**config.mk**
```make
export PLATFORM = sky130hd
export DESIGN_NAME = decode_exec
export DESIGN_NICKNAME = d
export VERILOG_FILES = /design/src/rtl/decode_exec.sv
export SDC_FILE = /design/constraint.sdc
export NUM_CORES = 1
export LEC_CHECK = 0
export ABC_AREA = 0
export ABC_CLOCK_PERIOD_IN_PS = 4800
export CORE_ASPECT_RATIO = 1.2
export CORE_UTILIZATION = 30
export CTS_CLUSTER_DIAMETER = 50
export DETAILED_ROUTE_END_ITERATION = 8
export GPL_TIMING_DRIVEN = 0
export PLACE_DENSITY = 0.47
export SYNTH_ARGS = -nofsm -noshare
export SYNTH_HDL_FRONTEND = slang
export SYNTH_SLANG_ARGS = --single-unit
```
**constraint.sdc**
```tcl
create_clock -name clk -period 4.8 [get_ports clk]
set_input_delay 1.2 -clock clk [delete_from_list [all_inputs] [get_ports clk]]
set_output_delay 1.2 -clock clk [all_outputs]
set_load 0.005 [all_outputs]
```
**src/rtl/decode_exec.sv**
```systemverilog
// Multi-cycle RV32I decode/execute stage: IDLE -> DECODE -> EXEC -> DONE, one instruction in flight.
// Optional macro MUL_EN enables the M-extension multiply group (MUL/MULH/MULHSU/MULHU).
module decode_exec #(
    parameter int          XLEN     = 32,
    parameter logic [31:0] NOP_INST = 32'h00000013
) (
    input  logic            clk,
    input  logic            rst,
    input  logic            start,
    input  logic [XLEN-1:0] inst,
    input  logic [XLEN-1:0] pc,
    output logic [4:0]      rs1_num,
    output logic [4:0]      rs2_num,
    input  logic [XLEN-1:0] rs1_data,
    input  logic [XLEN-1:0] rs2_data,
    output logic [6:0]      opcode,
    output logic [2:0]      func3,
    output logic            wb_reg,
    output logic [4:0]      rd_num,
    output logic [XLEN-1:0] alu_out,
    output logic [XLEN-1:0] rs2,
    output logic            branch_taken,
    output logic [XLEN-1:0] next_pc,
    output logic            illegal,
    output logic            done
);

    typedef enum logic [1:0] {S_IDLE, S_DECODE, S_EXEC, S_DONE} state_t;

    localparam logic [6:0] OP_LUI    = 7'b0110111;
    localparam logic [6:0] OP_AUIPC  = 7'b0010111;
    localparam logic [6:0] OP_JAL    = 7'b1101111;
    localparam logic [6:0] OP_JALR   = 7'b1100111;
    localparam logic [6:0] OP_BRANCH = 7'b1100011;
    localparam logic [6:0] OP_LOAD   = 7'b0000011;
    localparam logic [6:0] OP_STORE  = 7'b0100011;
    localparam logic [6:0] OP_IMM    = 7'b0010011;
    localparam logic [6:0] OP_REG    = 7'b0110011;
    localparam logic [6:0] OP_FENCE  = 7'b0001111;

    state_t          state, state_nxt;
    logic [XLEN-1:0] ir, pcr, a_q, b_q, imm_q, imm;
    logic [XLEN-1:0] op_b, alu_r, res, npc;
    logic [6:0]      opc, f7;
    logic [2:0]      f3;
    logic [4:0]      rd, shamt;
    logic            alt, wb, taken, ill, cond;

    assign opc     = ir[6:0];
    assign f3      = ir[14:12];
    assign f7      = ir[31:25];
    assign rd      = ir[11:7];
    assign rs1_num = ir[19:15];
    assign rs2_num = ir[24:20];

    always_ff @(posedge clk or negedge rst) begin
        if (!rst) state <= S_IDLE;
        else      state <= state_nxt;
    end

    always_comb begin
        state_nxt = state;
        done      = 1'b0;
        case (state)
            S_IDLE:   if (start) state_nxt = S_DECODE;
            S_DECODE: state_nxt = S_EXEC;
            S_EXEC:   state_nxt = S_DONE;
            S_DONE: begin
                done      = 1'b1;
                state_nxt = S_IDLE;
            end
            default:  state_nxt = S_IDLE;
        endcase
    end

    always_comb begin
        case (opc)
            OP_LUI, OP_AUIPC: imm = {ir[31:12], 12'b0};
            OP_JAL:    imm = {{11{ir[31]}}, ir[31], ir[19:12], ir[20], ir[30:21], 1'b0};
            OP_BRANCH: imm = {{19{ir[31]}}, ir[31], ir[7], ir[30:25], ir[11:8], 1'b0};
            OP_STORE:  imm = {{20{ir[31]}}, ir[31:25], ir[11:7]};
            default:   imm = {{20{ir[31]}}, ir[31:20]};
        endcase
    end

    // Only SUB/SRA/SRAI use the alternate encoding; ADDI's upper immediate bits must not subtract.
    assign op_b  = (opc == OP_REG) ? b_q : imm_q;
    assign shamt = op_b[4:0];
    assign alt   = f7[5] && ((opc == OP_REG) || (f3 == 3'b101));

    always_comb begin
        case (f3)
            3'b000:  alu_r = alt ? a_q - op_b : a_q + op_b;
            3'b001:  alu_r = a_q << shamt;
            3'b010:  alu_r = {{(XLEN-1){1'b0}}, $signed(a_q) < $signed(op_b)};
            3'b011:  alu_r = {{(XLEN-1){1'b0}}, a_q < op_b};
            3'b100:  alu_r = a_q ^ op_b;
            3'b101:  alu_r = alt ? XLEN'($signed(a_q) >>> shamt) : a_q >> shamt;
            3'b110:  alu_r = a_q | op_b;
            default: alu_r = a_q & op_b;
        endcase
    end

`ifdef MUL_EN
    logic [XLEN:0]     mul_a, mul_b;
    logic [2*XLEN-1:0] prod;
    // 33-bit operands carry signedness so one signed multiplier covers all four variants.
    assign mul_a = {a_q[XLEN-1] & (f3 != 3'b011), a_q};
    assign mul_b = {b_q[XLEN-1] & ~f3[1], b_q};
    assign prod  = {{(XLEN-1){mul_a[XLEN]}}, mul_a} * {{(XLEN-1){mul_b[XLEN]}}, mul_b};
`endif

    always_comb begin
        cond = 1'b0;
        case (f3)
            3'b000:  cond = (a_q == b_q);
            3'b001:  cond = (a_q != b_q);
            3'b100:  cond = ($signed(a_q) <  $signed(b_q));
            3'b101:  cond = ($signed(a_q) >= $signed(b_q));
            3'b110:  cond = (a_q <  b_q);
            3'b111:  cond = (a_q >= b_q);
            default: cond = 1'b0;
        endcase
    end

    always_comb begin
        res   = '0;
        wb    = 1'b0;
        taken = 1'b0;
        ill   = 1'b0;
        npc   = pcr + 32'd4;
        case (opc)
            OP_LUI:   begin res = imm_q;       wb = 1'b1; end
            OP_AUIPC: begin res = pcr + imm_q; wb = 1'b1; end
            OP_JAL: begin
                res = pcr + 32'd4; npc = pcr + imm_q; taken = 1'b1; wb = 1'b1;
            end
            OP_JALR: begin
                ill = (f3 != 3'b000);
                res = pcr + 32'd4; npc = (a_q + imm_q) & ~32'd1; taken = 1'b1; wb = 1'b1;
            end
            OP_BRANCH: begin
                ill = (f3[2:1] == 2'b01);
                if (cond) begin
                    taken = 1'b1;
                    npc   = pcr + imm_q;
                end
            end
            OP_LOAD: begin
                ill = (f3 == 3'b011) || (f3[2:1] == 2'b11);
                res = a_q + imm_q; wb = 1'b1;
            end
            OP_STORE: begin
                ill = f3[2] || (f3[1:0] == 2'b11);
                res = a_q + imm_q;
            end
            OP_IMM: begin
                if (f3 == 3'b001)      ill = (f7 != 7'b0000000);
                else if (f3 == 3'b101) ill = (f7 != 7'b0000000) && (f7 != 7'b0100000);
                res = alu_r; wb = 1'b1;
            end
            OP_REG: begin
                wb = 1'b1;
                if (f7 == 7'b0000000 || (f7 == 7'b0100000 && (f3 == 3'b000 || f3 == 3'b101))) begin
                    res = alu_r;
                end else if (f7 == 7'b0000001) begin
`ifdef MUL_EN
                    ill = f3[2];
                    res = (f3 == 3'b000) ? prod[XLEN-1:0] : prod[2*XLEN-1:XLEN];
`else
                    ill = 1'b1;
`endif
                end else begin
                    ill = 1'b1;
                end
            end
            OP_FENCE: ;
            default:  ill = 1'b1;
        endcase
        if (ill) begin
            res   = '0;
            wb    = 1'b0;
            taken = 1'b0;
            npc   = pcr + 32'd4;
        end
        if (rd == 5'd0) wb = 1'b0;
    end

    always_ff @(posedge clk or negedge rst) begin
        if (!rst) begin
            ir           <= NOP_INST;
            pcr          <= '0;
            a_q          <= '0;
            b_q          <= '0;
            imm_q        <= '0;
            opcode       <= '0;
            func3        <= '0;
            rd_num       <= '0;
            alu_out      <= '0;
            rs2          <= '0;
            wb_reg       <= 1'b0;
            branch_taken <= 1'b0;
            next_pc      <= '0;
            illegal      <= 1'b0;
        end else begin
            case (state)
                S_IDLE: if (start) begin
                    ir  <= inst;
                    pcr <= pc;
                end
                S_DECODE: begin
                    a_q   <= rs1_data;
                    b_q   <= rs2_data;
                    imm_q <= imm;
                end
                S_EXEC: begin
                    opcode       <= opc;
                    func3        <= f3;
                    rd_num       <= rd;
                    alu_out      <= res;
                    rs2          <= b_q;
                    wb_reg       <= wb;
                    branch_taken <= taken;
                    next_pc      <= npc;
                    illegal      <= ill;
                end
                default: ;
            endcase
        end
    end

endmodule
```
-- Word-level counts from Yosys, hierarchy flattened
Index checks and enable logic that the tools add are counted.
- bits in registers: 276
- input port bits: 131
- output and inout bits: 125
- word-level logic and storage cells: 105
- $add $sub $neg: 5
- magnitude comparators: 6
- equal/unequal tests: 28
- shift-type cells: 3
- multiplexer cells: 25
- bitwise operators: 3
- reduce and logical (&&, ||, !) cells: 20
- operators by type and width (operator ; count):
    32-bit 2-to-1 mux ; 7
    32-bit case mux with 7 select lines ; 1
    32-bit case mux with 6 select lines ; 1
    32-bit < comparator ; 4
    31-bit case mux with 4 select lines ; 1
    32-bit adder ; 3
    32-bit case mux with 3 select lines ; 1
    32-bit >= comparator ; 2
    32-bit by 3-bit adder with 32-bit output (second input constant) ; 1
    32-bit AND ; 1
    32-bit == test ; 1
    32-bit != test ; 1
    32-bit bitwise OR ; 1
    32-bit by 5-bit left shift with 32-bit output ; 1
    32-bit by 5-bit >> shifter with 32-bit output ; 1
    32-bit by 5-bit >>> shifter with 32-bit output ; 1
    32-bit subtractor ; 1
    32-bit XOR ; 1
    7-bit by 6-bit == test with 1-bit output (second input constant) ; 4
    7-bit == test (second input constant) ; 3
    7-bit by 5-bit == test with 1-bit output (second input constant) ; 2
    3-bit == test (second input constant) ; 4
    1-bit 2-to-1 mux ; 9
    2-bit == test (second input constant) ; 4
    other kinds (24) ; 34

-- Logic depth before layout (Yosys ltp)
- depth after elaboration: 8
- depth in mapped cells: 22
- mapped depth without buffers: 17

-- Least setup slack after synthesis
OpenSTA, ideal clock, no wires.
- path kind: reg-to-reg
- start: reg ir[5]
- end: reg alu_out[28]
- setup time: 0.069 ns
- data arrival time: 4.380 ns
- required time: 4.731 ns
- slack: 0.351 ns
- stages on the path, launching flop included: 22
- path buffers: 5
- clock period less this slack: 4.449 ns
- cell sequence: dfrtp_1 > and4bb_2 > buf_4 > nand2_4 > clkbuf_1 > clkbuf_1 > buf_1 > nor2_1 > a21o_1 > ha_1 > clkbuf_1 > o21ai_0 > a211oi_1 > nand3_1 > a21o_1 > a21o_1 > o21ai_1 > a31oi_1 > or2_2 > o31a_1 > or4_1 > nand3_1
- word-level cells in the longest chain between the ends: 8
- elaborated cells between the ends (all ways): 31
- classes of those cells: 2 x add/sub; 10 x eq/ne; 3 x shift; 8 x mux; 3 x bitwise; 5 x reduce/logical
- RTL lines (item ; line ; text):
    from (decl) ; 42 ; logic [XLEN-1:0] ir, pcr, a_q, b_q, imm_q, imm;
    from (signal assigned) ; 208 ; ir <= inst;
    7-bit by 6-bit == test with 1-bit output ; 87, 89, 132 ;
    32-bit 2-to-1 mux or 1-bit logical OR (tied branches) ; 87, 89 ;
    32-bit adder (tied with other cells) ; 93 ; 3'b000: alu_r = alt ? a_q - op_b : a_q + op_b;
    32-bit 2-to-1 mux, on equally long branches ; 93, 98 ;
    32-bit case mux with 7 select lines ; 92 ; case (f3)
    32-bit 2-to-1 mux ; 164 ; if (f7 == 7'b0000000 || (f7 == 7'b0100000 && (f3 == 3'b000 || f3 == 3'b101))) begin
    32-bit case mux with 6 select lines ; 132 ; case (opc)
    32-bit 2-to-1 mux * ; 180 ; if (ill) begin
    to (signal assigned) ; 220 ; alu_out <= res;
    to (decl) ; 20 ; output logic [XLEN-1:0] alu_out,
Mark *: on every way between the ends. The rest lies on a longest branch, timed or not.
A chain may end at the register's enable or synchronous reset.

-- Final worst setup path
- start: reg imm_q[0]
- end: reg alu_out[14]
- word-level cells in the longest chain between the ends: 7
- elaborated cells between the ends (all ways): 14
- classes of those cells: 4 x add/sub; 3 x shift; 7 x mux
- RTL lines (item ; line ; text):
    from (decl) ; 42 ;
    from (signal assigned) ; 214 ; imm_q <= imm;
    32-bit 2-to-1 mux ; 87 ; assign op_b = (opc == OP_REG) ? b_q : imm_q;
    32-bit adder (tied with other cells) ; 93 ;
    32-bit 2-to-1 mux, on equally long branches ; 93, 98 ;
    32-bit case mux with 7 select lines ; 92 ;
    32-bit 2-to-1 mux ; 164 ;
    32-bit case mux with 6 select lines * ; 132 ;
    32-bit 2-to-1 mux * ; 180 ;
Marks and branches as above.

==> results_dict.tcl <==
set metrics [dict create \
    status "finished with violations" \
    failed_checks "setup timing" \
    drv_cap 0 \
    final_common_cell "nand2_1" \
    mostFrequentLayoutCells "nand2_1 (299), o21ai_0 (275), a21oi_1 (273)" \
    grt_first_pass_wirelength_um 242800 \
    drtAntennaViolNets 0 \
    fillerInstances 9145 \
    synth_top_area_share_pct 25.89 \
    root_buffer "clkbuf_16" \
    cts_tree "yes" \
    cp-startpoint "imm_q[0]" \
    wl_per_cell_um 36.59 \
    layout.area.seq_sq_um 6915 \
    dp_hpwl_um 145100 \
    fin_ws_ns -0.1603 \
    synth_area_leader_cell "dfrtp_1" \
    slowest_delay_ns 0.69 \
    antenna_found_initial 12 \
    routed_wl_um 179500 \
    synth.area.top_cells "dfrtp_1 (26%), ha_1 (9.1%), mux2_2 (5.7%)" \
    end_kind "register" \
    fin_skew_ns 0.02319 \
    nets 4041 \
    ys_seq_elements 276 \
    vias_per_cell 6.194 \
    ys_warn_count 0 \
    synth_area_sq_um 26390 \
    crit_path_max_fanout 10 \
    cts_buffers 52 \
    hp-class "input pin to asynchronous set/reset pin" \
    crit_type "register to register" \
    syn_nets 3662 \
    row_count 118 \
    drt_first_pass_iters 6 \
    synth_async_sr_flop_share_pct 100.0 \
    worstPathCellList "inv_1 > a21oi_1 > clkbuf_1 > o21ai_0 > o21ai_0 > mux2i_1 > mux2i_1 > mux2i_1 > a21oi_1 > a221o_1 > a21oi_1 > o21ai_0" \
    synth-edff-count 0 \
    clockBufferDepth 3 \
    core_sq_um 86670 \
    synthFlopType "dfrtp_1" \
    finalCritPeriodShare_pct 103.3 \
    hold_viol 0 \
    r2r_start "imm_q[0]" \
    syn_inst 3337 \
    boundaryPins 256 \
    route.met2.wl_um 83210 \
    met1_length_um 66320 \
    drv_slew 0 \
    fmax_mhz 201.6 \
    clk_latency_ns 0.65 \
    numClockSinks 276 \
    die_area_sq_um 89160 \
    io_buffers 255 \
    cp.arrival_ns 5.53 \
    vias 30380 \
    drc 0 \
    crit_required_ns 5.37 \
    synth.distinct_cells 95 \
    multiInputGateArea_sq_um 19150 \
    die_w_um 272.7 \
    yosysSeqAreaShare_pct 26.19 \
    grt_overflow_total 0 \
    period_minus_slack_ns 4.960 \
    die_y_um 326.9 \
    drive_gt1_share_pct 16.15 \
    final_util_pct 39.65 \
    htreeDepth 2 \
    synth_area_per_cell_sq_um 7.908 \
    grt_pass1_vias 30120 \
    grt_max_degree 106 \
    tightest_slew_ns 1.353 \
    routabilityCongestion 1.051 \
    drt_iter0_drc 2837 \
    clk_pin_slew_worst_paths_ns 0.06 \
    cpMaxStageDelayCell "dfrtp_2" \
    rsz0062_at_grt "yes" \
    slew_headroom_pct 9.784 \
    setup_violations 8 \
    start_util_pct 30.45 \
    synthToLayoutAreaGrowth_pct 30.21 \
    groute.usage.overall_pct 39.05 \
    highest_layer "met5" \
    startpoint_type "register" \
    met3RoutedLength_um 11670 \
]
-- kinds of logic (layout without fill, tap and decap cells) --
group           Yosys count  count (layout)  share of synthesized area, %
xor+xnor                126             126                         4.182
compound gates         1214            1214                         30.03
buf+inv                 394             816                         5.974
simple gates            944             944                         16.54
flops                   276             276                         26.19
other cells               0               6                             0
mux                     189             189                         7.800
fa+ha+maj               194             194                         9.284
-- Yosys cell counts, drive strengths merged, types with 15 or more instances --
cell / count
o221ai: 31
buf: 68
o21bai: 22
o31ai: 25
nand3: 120
ha: 191
o22ai: 22
a22oi: 18
nor2: 265
and3: 27
xnor2: 72
nor2b: 21
xor2: 54
a31oi: 44
nand2b: 40
a211oi: 64
nand2: 306
clkbuf: 165
a221oi: 27
inv: 160
and2: 15
nand4: 26
o211ai: 52
a21o: 113
a222oi: 20
nor4: 22
o21a: 17
nor3: 49
a311oi: 23
a21oi: 300
dfrtp: 273
mux2i: 56
mux2: 133
o21ai: 304
-- worst max-delay path, delay by kind of cell, from the launching register on --
kind                   cells  cell delay [ns]
muxes                      3             1.18
AOI/OAI and AO/OA          7             2.02
DFF                        1             0.69
buffers and inverters      2             0.97
-- worst paths after layout --
check | end | slack [ns] | cells after the start
worst max-delay path | alu_out[14] | -0.16 | 12
worst min-delay path | rs2[0] | 0.48 | 1
worst max register to register | alu_out[14] | -0.16 | 12
worst min register to register | next_pc[16] | 0.48 | 1
max in group asynchronous | next_pc[22] | 2.80 | 3
min in group clk | next_pc[16] | 0.48 | 1
-- layout make-up --
| class | instances | area share [%] |
|---|---|---|
| sequential | 276 | 20.13 |
| clock inverter | 40 | 1.191 |
| antenna | 6 | 0.04370 |
| inverter | 161 | 1.843 |
| buffer | 220 | 3.470 |
| timing repair buffer | 338 | 9.540 |
| clock buffer | 57 | 3.900 |
| multi-input combinational | 2667 | 55.74 |
| tap | 1140 | 4.151 |
-- metrics by stage --
stage               hold WS, ns  std cells  setup TNS [ns]  setup WS [ns]  instance area [sq um]
detailed placement       0.4685       4736          -73.11         -2.895                  30470
floorplan                0.4742       3337               0         0.3512                  26390
global route             0.4987       4899         -0.2218        -0.1016                  34350
finish                   0.4788       4905         -0.6004        -0.1603                  34360
global placement         0.4634       4732        -3103.80         -11.02                  30370
CTS                      0.4813       4854         -0.3911        -0.1265                  33280
-- routing by layer --
| metal | global-route usage [%] | up-vias |
|---|---|---|
| met5 | 0 | - |
| met2 | 64.01 | 1608 |
| met1 | 44.14 | 15040 |
| met3 | 6.113 | 579 |
| met4 | 33.92 | 6 |
| li1 | - | 13150 |
-- repair_timing --
item,4_1_cts,5_1_grt
hold buffers,0,0
gates cloned,0,2
resized for setup,206,178
pin swaps,33,51
buffers inserted,32,46
endpoints found under the setup margin,64,26
Power is left out: the tool's default activity adds up to more than one toggle a clock period on the data nets, which glitch-free logic cannot reach.
